--- src/rtl/cpu_muldiv_pkg.sv ---
// cpu_muldiv_pkg: op/state encodings and op-class helpers for the multiply/divide unit
package cpu_muldiv_pkg;

    typedef enum logic [2:0] {
        OP_MUL, OP_MULH, OP_MULHSU, OP_MULHU, OP_DIV, OP_DIVU, OP_REM, OP_REMU
    } muldiv_op_t;

    typedef enum logic [2:0] {
        ST_IDLE, ST_MUL, ST_DIV, ST_FIX, ST_DONE
    } muldiv_state_t;

    function automatic logic is_div(muldiv_op_t op);
        return op inside {OP_DIV, OP_DIVU, OP_REM, OP_REMU};
    endfunction

    function automatic logic is_rem(muldiv_op_t op);
        return op inside {OP_REM, OP_REMU};
    endfunction

    function automatic logic is_signed_a(muldiv_op_t op);
        return op inside {OP_MUL, OP_MULH, OP_MULHSU, OP_DIV, OP_REM};
    endfunction

    function automatic logic is_signed_b(muldiv_op_t op);
        return op inside {OP_MUL, OP_MULH, OP_DIV, OP_REM};
    endfunction

endpackage

--- src/rtl/cpu_muldiv_divider_core.sv ---
// cpu_muldiv_divider_core: iterative unsigned restoring divider, DIV_BITS quotient bits per cycle
module cpu_muldiv_divider_core #(
    parameter int XLEN     = 32,
    parameter int DIV_BITS = 1
) (
    input  logic            i_clock,
    input  logic            i_reset,
    input  logic            i_start,
    input  logic [XLEN-1:0] i_dividend,
    input  logic [XLEN-1:0] i_divisor,
    output logic            o_done,
    output logic [XLEN-1:0] o_quotient,
    output logic [XLEN-1:0] o_remainder
);

    localparam int K  = XLEN / DIV_BITS;
    localparam int CW = $clog2(K + 1);

    logic [XLEN-1:0] quo, rem, dsr, quo_n, rem_n, d;
    logic [XLEN:0]   r, t;
    logic [CW-1:0]   cnt;

    // DIV_BITS restoring steps; the start cycle already runs the first step on the raw operands
    always_comb begin
        d     = i_start ? i_divisor : dsr;
        quo_n = i_start ? i_dividend : quo;
        rem_n = i_start ? '0 : rem;
        r     = '0;
        t     = '0;
        for (int i = 0; i < DIV_BITS; i++) begin
            r     = {rem_n, quo_n[XLEN-1]};
            t     = r - {1'b0, d};
            quo_n = {quo_n[XLEN-2:0], ~t[XLEN]};
            rem_n = t[XLEN] ? r[XLEN-1:0] : t[XLEN-1:0];
        end
    end

    // iterate until K steps are retired, then hold the result until the next start
    always_ff @(posedge i_clock or negedge i_reset) begin
        if (!i_reset) begin
            quo <= '0;
            rem <= '0;
            dsr <= '0;
            cnt <= '0;
        end else if (i_start || !o_done) begin
            quo <= quo_n;
            rem <= rem_n;
            dsr <= d;
            cnt <= i_start ? CW'(1) : cnt + CW'(1);
        end
    end

    assign o_done      = cnt == CW'(K);
    assign o_quotient  = quo;
    assign o_remainder = rem;

endmodule

--- src/rtl/cpu_execute_muldiv.sv ---
// cpu_execute_muldiv: multi-cycle RV32M/RV64M multiply/divide unit with valid/ready handshake
module cpu_execute_muldiv
    import cpu_muldiv_pkg::*;
#(
    parameter int XLEN       = 32,
    parameter int MUL_STAGES = 2,
    parameter int DIV_BITS   = 1,
    parameter int TAG_WIDTH  = 8
) (
    input  logic                 i_clock,
    input  logic                 i_reset,
    input  logic                 i_valid,
    output logic                 o_ready,
    input  muldiv_op_t           i_op,
    input  logic [TAG_WIDTH-1:0] i_tag,
    input  logic [XLEN-1:0]      i_op1,
    input  logic [XLEN-1:0]      i_op2,
    input  logic                 i_flush,
    input  logic                 i_stall,
    output logic                 o_valid,
    output logic [TAG_WIDTH-1:0] o_tag,
    output logic [XLEN-1:0]      o_result
);

    localparam int CW = $clog2(MUL_STAGES + 1);
    localparam logic [XLEN-1:0] MIN_NEG = {1'b1, {(XLEN-1){1'b0}}};

    muldiv_state_t        state;
    muldiv_op_t           op_q;
    logic [TAG_WIDTH-1:0] tag_q;
    logic [CW-1:0]        cnt;
    logic                 negq_q, negr_q;
    logic                 acc, neg1, neg2, div0, ovf, fast, div_start, div_done;
    logic [XLEN-1:0]      fast_res, mag1, mag2, quo, rem, mul_res, div_res;
    logic [2*XLEN-1:0]    xa, xb, prod;
    logic [2*XLEN-1:0]    p [MUL_STAGES];

    // handshake, operand conditioning, fast-path detection and result selection
    always_comb begin
        o_ready   = state == ST_IDLE || (state == ST_DONE && !i_stall);
        acc       = i_valid && o_ready && !i_flush;
        neg1      = is_signed_a(i_op) && i_op1[XLEN-1];
        neg2      = is_signed_b(i_op) && i_op2[XLEN-1];
        div0      = i_op2 == '0;
        ovf       = is_signed_b(i_op) && i_op1 == MIN_NEG && &i_op2;
        fast      = is_div(i_op) && (div0 || ovf);
        fast_res  = is_rem(i_op) ? (div0 ? i_op1 : '0) : (div0 ? '1 : i_op1);
        mag1      = neg1 ? -i_op1 : i_op1;
        mag2      = neg2 ? -i_op2 : i_op2;
        div_start = acc && is_div(i_op) && !fast;
        xa        = {{XLEN{neg1}}, i_op1};
        xb        = {{XLEN{neg2}}, i_op2};
        prod      = xa * xb;
        mul_res   = op_q == OP_MUL ? p[MUL_STAGES-1][XLEN-1:0] : p[MUL_STAGES-1][2*XLEN-1:XLEN];
        div_res   = is_rem(op_q) ? (negr_q ? -rem : rem) : (negq_q ? -quo : quo);
    end

    // product captured at accept and then shifted so synthesis can retime the multiplier across it
    always_ff @(posedge i_clock or negedge i_reset) begin
        if (!i_reset) begin
            for (int i = 0; i < MUL_STAGES; i++) p[i] <= '0;
        end else begin
            p[0] <= acc ? prod : p[0];
            for (int i = 1; i < MUL_STAGES; i++) p[i] <= p[i-1];
        end
    end

    cpu_muldiv_divider_core #(.XLEN(XLEN), .DIV_BITS(DIV_BITS)) u_div (
        .i_clock     (i_clock),
        .i_reset     (i_reset),
        .i_start     (div_start),
        .i_dividend  (mag1),
        .i_divisor   (mag2),
        .o_done      (div_done),
        .o_quotient  (quo),
        .o_remainder (rem)
    );

    // control FSM with registered result; flush beats accept, accept beats normal progress
    always_ff @(posedge i_clock or negedge i_reset) begin
        if (!i_reset) begin
            state    <= ST_IDLE;
            op_q     <= OP_MUL;
            tag_q    <= '0;
            cnt      <= '0;
            negq_q   <= 1'b0;
            negr_q   <= 1'b0;
            o_valid  <= 1'b0;
            o_result <= '0;
            o_tag    <= '0;
        end else if (i_flush) begin
            state   <= ST_IDLE;
            o_valid <= 1'b0;
        end else if (acc) begin
            state    <= !is_div(i_op) ? ST_MUL : (fast ? ST_DONE : ST_DIV);
            op_q     <= i_op;
            tag_q    <= i_tag;
            cnt      <= CW'(1);
            negq_q   <= neg1 ^ neg2;
            negr_q   <= neg1;
            o_valid  <= fast;
            o_result <= fast ? fast_res : o_result;
            o_tag    <= fast ? i_tag : o_tag;
        end else begin
            case (state)
                ST_MUL: begin
                    if (cnt == CW'(MUL_STAGES)) begin
                        state    <= ST_DONE;
                        o_valid  <= 1'b1;
                        o_result <= mul_res;
                        o_tag    <= tag_q;
                    end else begin
                        cnt <= cnt + CW'(1);
                    end
                end
                ST_DIV: state <= div_done ? ST_FIX : ST_DIV;
                ST_FIX: begin
                    state    <= ST_DONE;
                    o_valid  <= 1'b1;
                    o_result <= div_res;
                    o_tag    <= tag_q;
                end
                ST_DONE: begin
                    if (!i_stall) begin
                        state   <= ST_IDLE;
                        o_valid <= 1'b0;
                    end
                end
                default: state <= ST_IDLE;
            endcase
        end
    end

endmodule

--- config.mk ---
export PLATFORM = sky130hd
export DESIGN_NAME = cpu_execute_muldiv
export DESIGN_NICKNAME = d
export VERILOG_FILES = /design/src/rtl/cpu_muldiv_pkg.sv /design/src/rtl/cpu_muldiv_divider_core.sv /design/src/rtl/cpu_execute_muldiv.sv
export SDC_FILE = /design/constraint.sdc
export NUM_CORES = 2
export LEC_CHECK = 0
export ABC_AREA = 1
export CORE_UTILIZATION = 50
export CTS_CLUSTER_DIAMETER = 100
export CTS_CLUSTER_SIZE = 12
export DETAILED_ROUTE_END_ITERATION = 8
export PLACE_DENSITY_LB_ADDON = 0.1
export SLEW_MARGIN = 10
export SYNTH_ARGS = -nofsm -noshare
export SYNTH_HDL_FRONTEND = slang
export SYNTH_HIERARCHICAL = 1
export SYNTH_SLANG_ARGS = --single-unit
--- constraint.sdc ---
create_clock -name i_clock -period 11.5 [get_ports i_clock]
set_input_delay 2.3 -clock i_clock [delete_from_list [all_inputs] [get_ports i_clock]]
set_output_delay 2.3 -clock i_clock [all_outputs]
set_load 0.005 [all_outputs]
---- Word-level counts from Yosys, hierarchy flattened ----
Cells that the tools add are included.
storage, ports and cells
  register bits after elaboration ......... 289
  latch bits .............................. 0
  bits in writable memories ............... 0
  ROM bits ................................ 0
  output and inout port bits .............. 42
  memories ................................ 0
cells by class
  add/subtract/negate cells ............... 7
  multiply operators ...................... 1
  divide/modulo/power cells ............... 0
  $lt $le $gt $ge ......................... 0
  equality and inequality tests ........... 20
  shift-type cells ........................ 0
  multiplexer cells ....................... 38
  bitwise logic cells ..................... 3
  reductions and logical operators ........ 35
operator list
  operator                                       number
  2-to-1 mux 32 bit                              16
  negation 32 bit                                4
  multiplier 33 x 33 -> 64 bit                   1
  one-hot mux 32 bit (2 select lines)            1
  subtractor 33 x 32 -> 33 bit                   1
  == test 32 bit, second input constant          1
  zero test 32 bit                               1
  AND reduction 32 bit                           1
  2-to-1 mux 8 bit                               3
  == test 3 bit, second input constant           7
  2-to-1 mux 3 bit                               6
  one-hot mux 8 bit (2 select lines)             1
  one-hot mux 3 bit (4 select lines)             1
  logical AND 1 bit                              10
  nonzero test 5 bit                             2
  == test 3 x 2 -> 1 bit, second input constant  3
  zero test 3 bit                                3
  inequality test 4 bit, second input constant   2
  nonzero test 4 bit                             2
  adder 6 x 1 -> 6 bit, second input constant    1
  == test 3 x 1 -> 1 bit, second input constant  2
  == test 6 bit, second input constant           1
  2-to-1 mux 2 bit                               3
  2-to-1 mux 6 bit                               1
  other kinds (16)                               30

---- Depth between registers and ports, before layout ----
  depth in word-level cells ............... 11
  depth in mapped cells ................... 39
  depth with buffers taken out ............ 36

---- By module ----
The synthesis kept the hierarchy.
modules (own cells, without submodules)
  module                   times used  cells each  area an instance (um^2)
  cpu_execute_muldiv       1           6812        51660.8
  cpu_muldiv_divider_core  1           1144        7443.4

---- Worst setup path before layout ----
Ideal clock, no wire load.
  path type ............................... input to register
  start point ............................. input port i_op1[31]
  end point ............................... register p[119] (netlist bit)
  setup time .............................. 0.118 ns
  arrival time ............................ 10.081 ns
  data required time ...................... 11.382 ns
  path slack .............................. 1.301 ns
  stages .................................. 31
  buffers on the path ..................... 5
  cell sequence ........................... buf_2 inv_1 nor2_1 clkbuf_1 buf_1 nand2_1 fa_1 fa_1 fa_1 inv_1 fa_1 buf_2 inv_1 buf_1 fa_1 fa_1 fa_1 fa_1 inv_1 ha_1 nand2_1 nor2_1 inv_1 nor2_1 inv_1 nor4_1 nand2_1 nand3_1 nand2_1 nand3_1 nand2_1
between the ends
  cells in the longest elaborated chain, start to end .. 2
ends and longest elaborated chain
  what                            line                      RTL
  start: declaration              cpu_execute_muldiv.sv:16  input logic [XLEN-1:0] i_op1,
  logical AND 1 bit               cpu_execute_muldiv.sv:42  neg1 = is_signed_a(i_op) && i_op1[XLEN-1];
  multiplier 33 x 33 -> 64 bit *  cpu_execute_muldiv.sv:53  prod = xa * xb;
  end: declaration                cpu_execute_muldiv.sv:36  logic [2*XLEN-1:0] p [MUL_STAGES];
Mark *: on every way between the ends. The rest lies on a longest branch, timed or not.
A chain may end at the register's enable or synchronous reset.

---- Final worst setup path ----
  start point ............................. input port i_op2[1]
  end point ............................... register p[103] (netlist bit)
between the ends
  cells in the longest elaborated chain, start to end .. 1
ends and longest elaborated chain
  what                          line                      RTL
  start: declaration            cpu_execute_muldiv.sv:17  input logic [XLEN-1:0] i_op2,
  multiplier 33 x 33 -> 64 bit  cpu_execute_muldiv.sv:53
No other way between the ends.

==> results by group <==
Status
  • Status: finished clean

Global routing
  • Largest net degree at the start of global routing: 109
  • Total global routing overflow: 0
  • Antenna violations before repair: 9
  • Vias in the first global route: 52600
  • First-pass GRT wire length: 334 mm
  • Total Routing Usage GR: 37.4%

Synth
  • Post-Synthesis Net Count: 9400
  • Syn Std Cell Area: 59100 um^2
  • YS warnings: 6
  • Synth Flop Type: dfrtp_1
  • Yosys reg bits: 289
  • Post-Syn Instances: 7956
  • Synth cell types: 55
  • Async SR Flop Fraction: 100%
  • Synthesized area per cell: 7.43 um^2
  • Sequential fraction of the synthesis area: 12.2%
  • Number of synthesized flops with an enable pin: 0

Route
  • Drt pass-1 iters: 8
  • Via Count: 51500
  • DR iter-0 viols: 4880
  • Routed Wire Length: 219 mm
  • WL/cell: 23.2 um
  • Antenna Nets Post-Route: 0
  • Vias per cell: 5.47
  • # DRC: 0

STA
  • Fin Clk Skew: 0.0306 ns
  • Slew headroom: 20.5%
  • Hold Vio Cnt, Final: 0
  • Period utilization: 91.6%
  • RSZ-0062 raised after global routing: false
  • Maximum clock frequency: 94.9 MHz
  • Least-Margin Pin Slew: 1.19 ns
  • Finish-stage setup viols: 0
  • Fin. max-slew vios: 0
  • Setup TNS: 0 ns
  • Minimum clock period: 10.54 ns
  • Hold WS: 0.363 ns

Layout
  • Final nets: 9316
  • Share of cells above drive strength 1: 3.94%
  • FF+latch area: 7230 um^2
  • # fillers: 11600
  • Layout overhead on the synthesized area: 5.46%
  • Area of the multi-input gates: 43000 um^2

Worst hold path
  • HP Class: flop to flop

Worst setup path
  • Worst-path fanout max: 11
  • Data arrival, critical path: 11.01 ns
  • CP endpoint kind: flop
  • CP Class: primary input to flop
  • CP startpoint kind: primary input
  • CP required: 11.98 ns

Clock network
  • Inserted Clock Buffers: 28
  • Clk_lat worst skew: 0.62 ns
  • CTS HTree Levels: 1
  • Post-CTS sizing: 0
  • Clk slew on worst S/H paths: 0.09 ns
  • Clock tree buffer depth: 3
  • CTS Sinks: 289
  • CTS tree: done
  • Hold-fix buffers, CTS: 0
  • Clk root buf: clkbuf_16
  • Setup Buffers After CTS: 0

Die
  • Standard-cell rows: 125
  • Die W: 346 um
  • Die Area: 120000 um^2
  • Io pins: 122
  • Die Ht: 346 um
  • Initial Util: 50.7%
  • Core area: 117000 um^2

Place
  • PortBufs: 121
  • Final weighted congestion in routability-driven placement: 1.00
  • Placed wire-length estimate: 178 mm

Flow run
  • Max-cap check violation count: 0
[state kept, by name (all words and copies together), names as in the netlist]
name               flops
o_tag                  8
cnt                    2
u_div/o_remainder     32
u_div/cnt              6
negr_q                 1
u_div/o_quotient      32
p                    128
o_valid                1
tag_q                  8
negq_q                 1
op_q                   3
u_div/dsr             32
state                  3
o_result              32
[stage by stage]
stage	instance area, um^2	cells	utilization (%)	setup slack (ns)
2_1_floorplan	59100	7956	-	1.30
3_5_place_dp	61600	9366	52.8	0.539
6_report	62300	9403	53.4	0.965
3_3_place_gp	61600	9366	52.8	0.503
5_1_grt	62300	9397	53.4	0.620
4_1_cts	62300	9397	53.4	1.17
[layer usage]
metal	global-route usage (%)	up-vias	share of wire (%)
met3	6.21	374	9.3
met1	53.4	25800	43
met5	0	-	0.046
met2	58.5	2393	44
li1	-	22900	-
met4	10.8	14	3.7
[cell usage in the layout, fill, tap and decap left out, types with 6 or more instances in the layout]
cell,n
diode_2,6
dfrtp_1,289
o21bai_1,25
clkdlybuf4s50_1,75
a31oi_1,30
a21o_1,9
nor2_1,405
xnor2_1,46
xor2_1,109
o221ai_1,19
inv_1,1955
or2_2,51
nand4_1,45
inv_2,6
nor4_1,6
o211ai_1,34
nand3_1,316
buf_4,129
clkbuf_16,28
o21ai_0,248
buf_2,45
o22ai_1,8
nor3_1,36
nand3b_1,13
nor2_2,11
ha_1,269
a21oi_1,155
nand2_2,8
fa_1,1095
nand2_1,2335
[cell usage after synthesis (4+ instances only)]
master | number | share of area, %
o31ai_1 | 4 | 0.051
nand2_4 | 5 | 0.095
nand2_2 | 7 | 0.074
dfrtp_1 | 289 | 12
nand2_1 | 2336 | 15
a21boi_1 | 4 | 0.051
clkbuf_1 | 229 | 1.5
o22ai_1 | 8 | 0.085
o21a_1 | 4 | 0.051
inv_2 | 6 | 0.038
nor2_2 | 10 | 0.11
a31oi_1 | 30 | 0.32
clkinv_1 | 5 | 0.032
buf_2 | 19 | 0.16
nor3_1 | 37 | 0.31
o21bai_1 | 25 | 0.32
xor2_1 | 109 | 1.6
inv_1 | 1956 | 12
o21ai_0 | 248 | 2.1
buf_4 | 5 | 0.064
nand4_1 | 45 | 0.48
a21oi_2 | 4 | 0.059
buf_1 | 103 | 0.65
a21oi_1 | 155 | 1.3
xnor2_1 | 46 | 0.68
ha_1 | 269 | 5.7
a21o_1 | 9 | 0.11
nor2_1 | 408 | 2.6
fa_1 | 1095 | 37
o211ai_1 | 34 | 0.43
and2_1 | 5 | 0.053
nand3b_1 | 13 | 0.17
or2_2 | 51 | 0.54
nand3_1 | 316 | 2.7
o221ai_1 | 19 | 0.28
a22o_1 | 4 | 0.059
buf_6 | 13 | 0.25
nor4_1 | 6 | 0.064
[logic make-up (layout without fill, tap and decap cells)]
group           count (synthesis)  in the layout  share of synthesized area, %
fa+ha+maj                    1366           1366                          42.8
compound gates                556            556                          5.34
other cells                     0              6                             0
buf+inv                      2336           2253                          15.1
simple gates                 3253           3253                          22.2
flops                         289            289                          12.2
mux                             1              1                        0.0169
xor+xnor                      155            155                          2.30
[final cells by class]
type                       instances  area share [%]
antenna                            6          0.0241
timing repair buffer             255            3.30
tap                             1524            3.06
inverter                        1967            11.8
clock buffer                      29            1.13
sequential                       289            11.6
multi-input combinational       5331            69.0
clock inverter                     2          0.0662
[critical path: stages]
cell	delay, ns
clkdlybuf4s50_1	0.95
buf_4	0.43
nand2_1	0.07
inv_1	0.07
fa_1	0.50
inv_1	0.05
fa_1	0.52
inv_1	0.05
fa_1	0.48
fa_1	0.55
inv_1	0.05
fa_1	0.49
inv_1	0.05
fa_1	0.54
inv_1	0.07
fa_1	0.49
inv_1	0.05
fa_1	0.51
ha_1	0.48
a21oi_1	0.47
o21ai_0	0.38
a21oi_1	0.42
nor2_1	0.11
nor2_1	0.13
nand3_1	0.18
or2_2	0.31
nand3_1	0.19
nand2_1	0.09
[final timing paths]
kind                                from  depth (start not counted)  slack [ns]               endpoint
worst min register to register     p[96]                          0        0.36                  p[32]
min in group asynchronous        i_reset                          1        1.77          u_div/dsr[24]
worst min-delay path               p[96]                          0        0.36                  p[32]
max in group asynchronous        i_reset                          3        7.33                 p[116]
worst max-delay path            i_op2[1]                         28        0.96                 p[103]
worst max register to register  state[0]                         30        5.64  u_div/o_remainder[29]
Power is left out: the tool's default activity adds up to more than one toggle a clock period on the data nets, which glitch-free logic cannot reach.
